[config.mk]
export PLATFORM = sky130hd
export DESIGN_NAME = pipe_hazard_ctrl
export DESIGN_NICKNAME = d
export VERILOG_FILES = /design/src/rtl/pipe_hazard_ctrl.sv
export SDC_FILE = /design/constraint.sdc
export NUM_CORES = 1
export LEC_CHECK = 0
export BUFFER_PORTS_ARGS = -buffer_cell sky130_fd_sc_hd__buf_2
export CAP_MARGIN = 10
export CORE_AREA = 4 4 87 89
export CTS_CLUSTER_DIAMETER = 80
export DETAILED_ROUTE_END_ITERATION = 8
export DIE_AREA = 0 0 91 93
export MAX_ROUTING_LAYER = met4
export PLACE_DENSITY = 0.83
export SLEW_MARGIN = 20
export SYNTH_ARGS = -nofsm -noshare
export SYNTH_HDL_FRONTEND = slang
export SYNTH_SLANG_ARGS = --single-unit
[constraint.sdc]
create_clock -name clk_i -period 3.5 [get_ports clk_i]
set_input_delay 0.35 -clock clk_i [delete_from_list [all_inputs] [get_ports clk_i]]
set_output_delay 0.35 -clock clk_i [all_outputs]
set_load 0.05 [all_outputs]
[src/rtl/pipe_hazard_ctrl.sv]
// Central stall/bubble controller for the 5-stage pipeline: load-use, multicycle
// execute and redirect hazards, data-memory handshake with timeout, perf counters.
`ifndef LOAD_WIDTH
`define LOAD_WIDTH 3
`endif
`ifndef STORE_WIDTH
`define STORE_WIDTH 2
`endif

module pipe_hazard_ctrl #(
  parameter int LOAD_WIDTH  = `LOAD_WIDTH,
  parameter int STORE_WIDTH = `STORE_WIDTH,
  parameter int TIMEOUT     = 255,
  parameter int TO_W        = 8,
  parameter int CNT_W       = 32
) (
  input  logic                   clk_i,
  input  logic                   rst_n_i,
  input  logic [4:0]             D_rs1_i,
  input  logic [4:0]             D_rs2_i,
  input  logic                   D_use_rs1_i,
  input  logic                   D_use_rs2_i,
  input  logic [LOAD_WIDTH-1:0]  DD_load_op_i,
  input  logic                   DD_need_dstE_i,
  input  logic [4:0]             DD_dstE_i,
  input  logic                   ex_busy_i,
  input  logic [LOAD_WIDTH-1:0]  ED_load_op_i,
  input  logic [STORE_WIDTH-1:0] ED_store_op_i,
  input  logic                   ED_jmp_sel_i,
  input  logic                   dmem_ack_i,
  output logic                   dmem_req_o,
  output logic                   F_stall_o,
  output logic                   F_bubble_o,
  output logic                   D_stall_o,
  output logic                   D_bubble_o,
  output logic                   E_stall_o,
  output logic                   E_bubble_o,
  output logic                   M_bubble_o,
  output logic                   bus_err_o,
  output logic [CNT_W-1:0]       stall_cnt_o,
  output logic [CNT_W-1:0]       flush_cnt_o
);

  typedef enum logic [1:0] {S_IDLE, S_WAIT, S_ERR} mem_state_e;

  localparam logic [TO_W-1:0] TIMEOUT_C = TO_W'(TIMEOUT);

  mem_state_e      state_q;
  logic [TO_W-1:0] wait_cnt_q;
  logic            mem_op;
  logic            mem_req;
  logic            mem_stall;
  logic            load_use;
  logic            redirect;

  // Memory handshake decode; ERR drops the request so the held access retires.
  always_comb begin
    // NOTE: every signal gets a default before the case so no path leaves it
    // unassigned, which would otherwise infer a latch.
    mem_op    = (|ED_load_op_i) | (|ED_store_op_i);
    mem_req   = 1'b0;
    mem_stall = 1'b0;
    unique case (state_q)
      S_IDLE: begin
        mem_req   = mem_op;
        mem_stall = mem_op & ~dmem_ack_i;
      end
      S_WAIT: begin
        mem_req   = 1'b1;
        mem_stall = ~dmem_ack_i;
      end
      default: ;
    endcase
  end

  assign load_use = (|DD_load_op_i) & DD_need_dstE_i & (DD_dstE_i != 5'd0) &
                    ((D_use_rs1_i & (D_rs1_i == DD_dstE_i)) |
                     (D_use_rs2_i & (D_rs2_i == DD_dstE_i)));

  assign redirect = ~mem_stall & ED_jmp_sel_i;

  // Strobes in strict priority; reset forces every register to flush.
  always_comb begin
    dmem_req_o = 1'b0;
    F_stall_o  = 1'b0;
    F_bubble_o = 1'b0;
    D_stall_o  = 1'b0;
    D_bubble_o = 1'b0;
    E_stall_o  = 1'b0;
    E_bubble_o = 1'b0;
    M_bubble_o = 1'b0;
    if (!rst_n_i) begin
      F_bubble_o = 1'b1;
      D_bubble_o = 1'b1;
      E_bubble_o = 1'b1;
      M_bubble_o = 1'b1;
    end else begin
      dmem_req_o = mem_req;
      if (mem_stall) begin
        F_stall_o  = 1'b1;
        D_stall_o  = 1'b1;
        E_stall_o  = 1'b1;
        M_bubble_o = 1'b1;
      end else if (ED_jmp_sel_i) begin
        F_bubble_o = 1'b1;
        D_bubble_o = 1'b1;
        E_bubble_o = 1'b1;
      end else if (ex_busy_i) begin
        F_stall_o  = 1'b1;
        D_stall_o  = 1'b1;
        E_bubble_o = 1'b1;
      end else if (load_use) begin
        F_stall_o  = 1'b1;
        D_bubble_o = 1'b1;
      end
    end
  end

  // Memory FSM, sticky bus error and performance counters.
  always_ff @(posedge clk_i or negedge rst_n_i) begin
    if (!rst_n_i) begin
      state_q     <= S_IDLE;
      wait_cnt_q  <= '0;
      bus_err_o   <= 1'b0;
      stall_cnt_o <= '0;
      flush_cnt_o <= '0;
    end else begin
      // NOTE: state uses non-blocking assignments so every register samples
      // the pre-edge values regardless of statement order.
      unique case (state_q)
        S_IDLE: begin
          if (mem_op && !dmem_ack_i) begin
            state_q    <= S_WAIT;
            wait_cnt_q <= TO_W'(1);
          end
        end
        S_WAIT: begin
          if (dmem_ack_i) begin
            state_q <= S_IDLE;
          end else if (wait_cnt_q < TIMEOUT_C) begin
            wait_cnt_q <= wait_cnt_q + TO_W'(1);
          end else begin
            state_q <= S_ERR;
          end
        end
        S_ERR: begin
          bus_err_o <= 1'b1;
          state_q   <= S_IDLE;
        end
        default: state_q <= S_IDLE;
      endcase
      if (F_stall_o) stall_cnt_o <= stall_cnt_o + CNT_W'(1);
      if (redirect)  flush_cnt_o <= flush_cnt_o + CNT_W'(1);
    end
  end

endmodule

==> flow_metrics.py <==
metrics = {
    "cts": {
        "clockBufferDepth": 2,
        "clock_latency_ns": 0.34,
        "numCtsBuffers": 9,
        "htreeDepth": 3,
        "clock_sinks": 75,
        "cts_resized": 0,
        "clk_pin_slew_worst_paths_ns": 0.08,
        "root_buffer": "clkbuf_8",
        "hold_buffers": 1,
        "cts_setup_buffers": 0,
        "cts_tree": "built",
    },
    "placed_design": {
        "port-buffer-count": 103,
        "place.gp.congestion": 0.8341,
        "place_hpwl_um": 5939,
        "place_ws_ns": 0.8318,
    },
    "yosys": {
        "synth.area.top_cells": "dfrtp_1, xor2_1, xnor2_1, nand2_1, nand4_1",
        "synth-simple-area-share": 0.2278,
        "seq_area_frac_synth": 0.5062,
        "synth_seq_cells": 75,
        "muxShareOfSynthArea": 0.007087,
        "yosys.area_share.adder": 0.01012,
        "yosysTopAreaCellShare": 0.5062,
        "synth_top_family_by_area": "simple AND/OR/NAND/NOR gates",
        "synth_warnings": 0,
        "synthesis.nets": 376,
        "synth_edf_count": 0,
        "ys.flop_type": "dfrtp_1",
        "synth_xor_xnor_area_share": 0.1816,
        "synth_common_cells": "dfrtp_1, xor2_1, xnor2_1",
        "synth_most_common_cell": "dfrtp_1",
        "synth_cells": 342,
        "synth.distinct_cells": 49,
        "syn_area_mm2": 0.003707,
        "async_flop_share": 1.000,
        "synth_compound_area_frac": 0.04387,
        "synth_top_area_cell": "dfrtp_1",
        "syn_avg_cell_area_um2": 10.84,
    },
    "drt": {
        "drc": 0,
        "first_iter_violations": 113,
        "antenna_left": 0,
        "firstDrtPassIters": 4,
        "wire_per_inst_um": 15.09,
        "totalWireLength_um": 8105,
        "num_vias": 2933,
        "vias_per_cell": 5.462,
    },
    "grt": {
        "grt_max_degree": 65,
        "antenna_found_initial": 0,
        "gr-total-overflow": 0,
        "first_global_vias": 2876,
        "grt_pass1_wl_um": 13800,
        "grtUsageTotal": 0.2052,
    },
    "sta": {
        "slew_violations": 0,
        "finalHoldViolCount": 0,
        "fmax_mhz": 368.2,
        "skew_ns": 0.006655,
        "tightest_slew_ns": 0.7793,
        "setup_ws_ns": 0.7840,
        "fin_crit_ns": 2.716,
        "rsz0062_at_grt": "false",
        "tns_ns": 0,
        "min_period_over_period": 0.7760,
        "slew_headroom": 0.4805,
        "setup_violations": 0,
    },
    "worst_hold_path": {
        "holdCritStartpoint": "dmem_ack_i",
        "hold_path_end": "state_q[1]",
        "hold_class": "in2reg",
        "holdPathStages": 3,
    },
    "worst_setup_path": {
        "ff2ff_setup_slack_ns": 1.13,
        "reg2reg_from": "stall_cnt_o[0]",
        "critPathArrivalTime_ns": 2.37,
        "critPathKind": "in2out",
        "max_stage_delay_ns": 0.53,
        "cp-end-kind": "output port",
        "cp-start-kind": "input pin",
        "cp_top_family": "buffers and inverters",
        "critical_path_buf_inv_count": 5,
        "worstPathCellList": "dlygate4sd3_1, buf_4, inv_1, a211o_2, o21ba_4, inv_2, buf_2",
        "worst-endpoint-required_ns": 3.15,
        "cp.depth": 7,
        "critPathMaxFanout": 23,
        "r2r_end": "stall_cnt_o[31]",
        "rr_worst_depth": 6,
        "crit_slowest_cell": "dlygate4sd3_1",
    },
    "die": {
        "io-pin-count": 104,
        "dieWidth_um": 91,
        "dieArea_mm2": 0.008463,
        "die_h_um": 93,
        "rows": 30,
        "core-area_mm2": 0.006756,
        "initial_core_util": 0.5487,
    },
    "power": {
        "power.switching_w": 0.0009246,
        "vdd_drop_max_v": 0.0006015,
        "p_int_w": 0.001485,
        "power.share.switching": 0.3838,
        "pwr-share-seq": 0.448,
        "powerDensity_mw_per_mm2": 536.7,
        "power_frac_clock": 0.279,
        "power_w": 0.002409,
        "power.leakage_nw": 2.256,
        "comb_power_share": 0.273,
    },
    "cells_and_area": {
        "final.fill_count": 551,
        "area_delta_synth_final_pct": 21.09,
        "layout-drive-gt1-share": 0.3042,
        "nNetsFinal": 486,
        "antenna_cells": 0,
    },
    "run": {
        "max_cap_viol_count": 0,
    },
    "outcome": {
        "outcome": "complete, no violations",
    },
}
[power groups by stage]
stage | Clock [W] | Combinational [W] | Sequential (W)
after floorplan | 0 | 0.000201 | 0.00136
after global placement | 0 | 0.000650 | 0.00109
after detailed placement | 0 | 0.000662 | 0.00109
after CTS | 0.000689 | 0.000665 | 0.00108
after global routing | 0.000730 | 0.000704 | 0.00110
final | 0.000673 | 0.000658 | 0.00108
[worst max path at each step]
| stage | endpoint | start | slack (ns) |
|---|---|---|---|
| finish | F_stall_o | rst_n_i | 0.78 |
| floorplan | E_bubble_o | ED_load_op_i[0] | 1.07 |
| CTS | F_stall_o | rst_n_i | 0.77 |
| detailed placement | F_stall_o | ED_load_op_i[0] | 0.83 |
| global route | F_stall_o | rst_n_i | 0.67 |
| global placement | F_stall_o | ED_load_op_i[0] | 0.85 |
[area by class of cell]
cell class | instances | area (um^2) | area share
inverter | 8 | 30.03 | 0.006689
timing repair buffer | 105 | 535.5 | 0.1193
tap | 80 | 100.1 | 0.02230
multi-input combinational | 253 | 1744 | 0.3885
clock buffer | 10 | 137.6 | 0.03066
sequential | 75 | 1877 | 0.4181
clock inverter | 6 | 65.06 | 0.01449
[metrics by stage]
step           hold WS (ns)  instance area (um^2)  instances  utilization
5_1_grt              0.3673                  4489        537       0.6644
3_3_place_gp         0.2239                  4277        520       0.6330
3_5_place_dp         0.2246                  4277        520       0.6330
4_1_cts              0.3505                  4489        537       0.6644
2_1_floorplan       0.05441                  3707        342            -
6_report             0.3699                  4489        537       0.6644
[layer usage]
layer  GRT usage  vias to the layer above  share of wire  wire, um
met5           -                        -              0         0
met4     0.06407                        0          0.011        93
met3     0.04907                        8          0.070       567
met2      0.3219                      106           0.48      3913
met1      0.2665                     1417           0.44      3531
li1            -                     1402              -         -
[cells in the final DEF (no fill, tap or decap), types with 4 or more instances in the layout]
| cell | netlist | final |
|---|---|---|
| o21ai_0 | 5 | 5 |
| xor2_1 | 39 | 39 |
| and2_1 | 4 | 4 |
| nor3_1 | 18 | 18 |
| a21oi_1 | 4 | 4 |
| nor4_1 | 8 | 8 |
| buf_2 | 0 | 102 |
| inv_1 | 7 | 7 |
| clkinvlp_4 | 0 | 4 |
| clkbuf_8 | 0 | 10 |
| nand3_2 | 4 | 4 |
| nor2_1 | 19 | 19 |
| xnor2_1 | 36 | 36 |
| nand2_1 | 34 | 34 |
| and3_1 | 9 | 9 |
| dfrtp_1 | 75 | 75 |
| nand4_1 | 17 | 17 |
| nand3_1 | 21 | 21 |
[worst register-to-register path: cells and delay by family (launching register included)]
| family | cells | cell delay, ns |
|---|---|---|
| and+or+nand+nor | 5 | 1.69 |
| DFF | 1 | 0.44 |
| xor gates and xnor gates | 1 | 0.17 |
[flip-flops by register name (all words and copies together) (netlist names)]
register / cells
flush_cnt_o: 32
stall_cnt_o: 32
wait_cnt_q: 8
state_q: 2
bus_err_o: 1
[cells by family (layout without fill, tap and decap cells)]
group / count (synthesis) / count (layout)
compound gates: 20 / 20
mux: 2 / 2
flops: 75 / 75
simple gates: 152 / 152
fa+ha+maj: 3 / 3
buf+inv: 14 / 129
xor+xnor: 76 / 76
(Power assumes the default switching activity.)
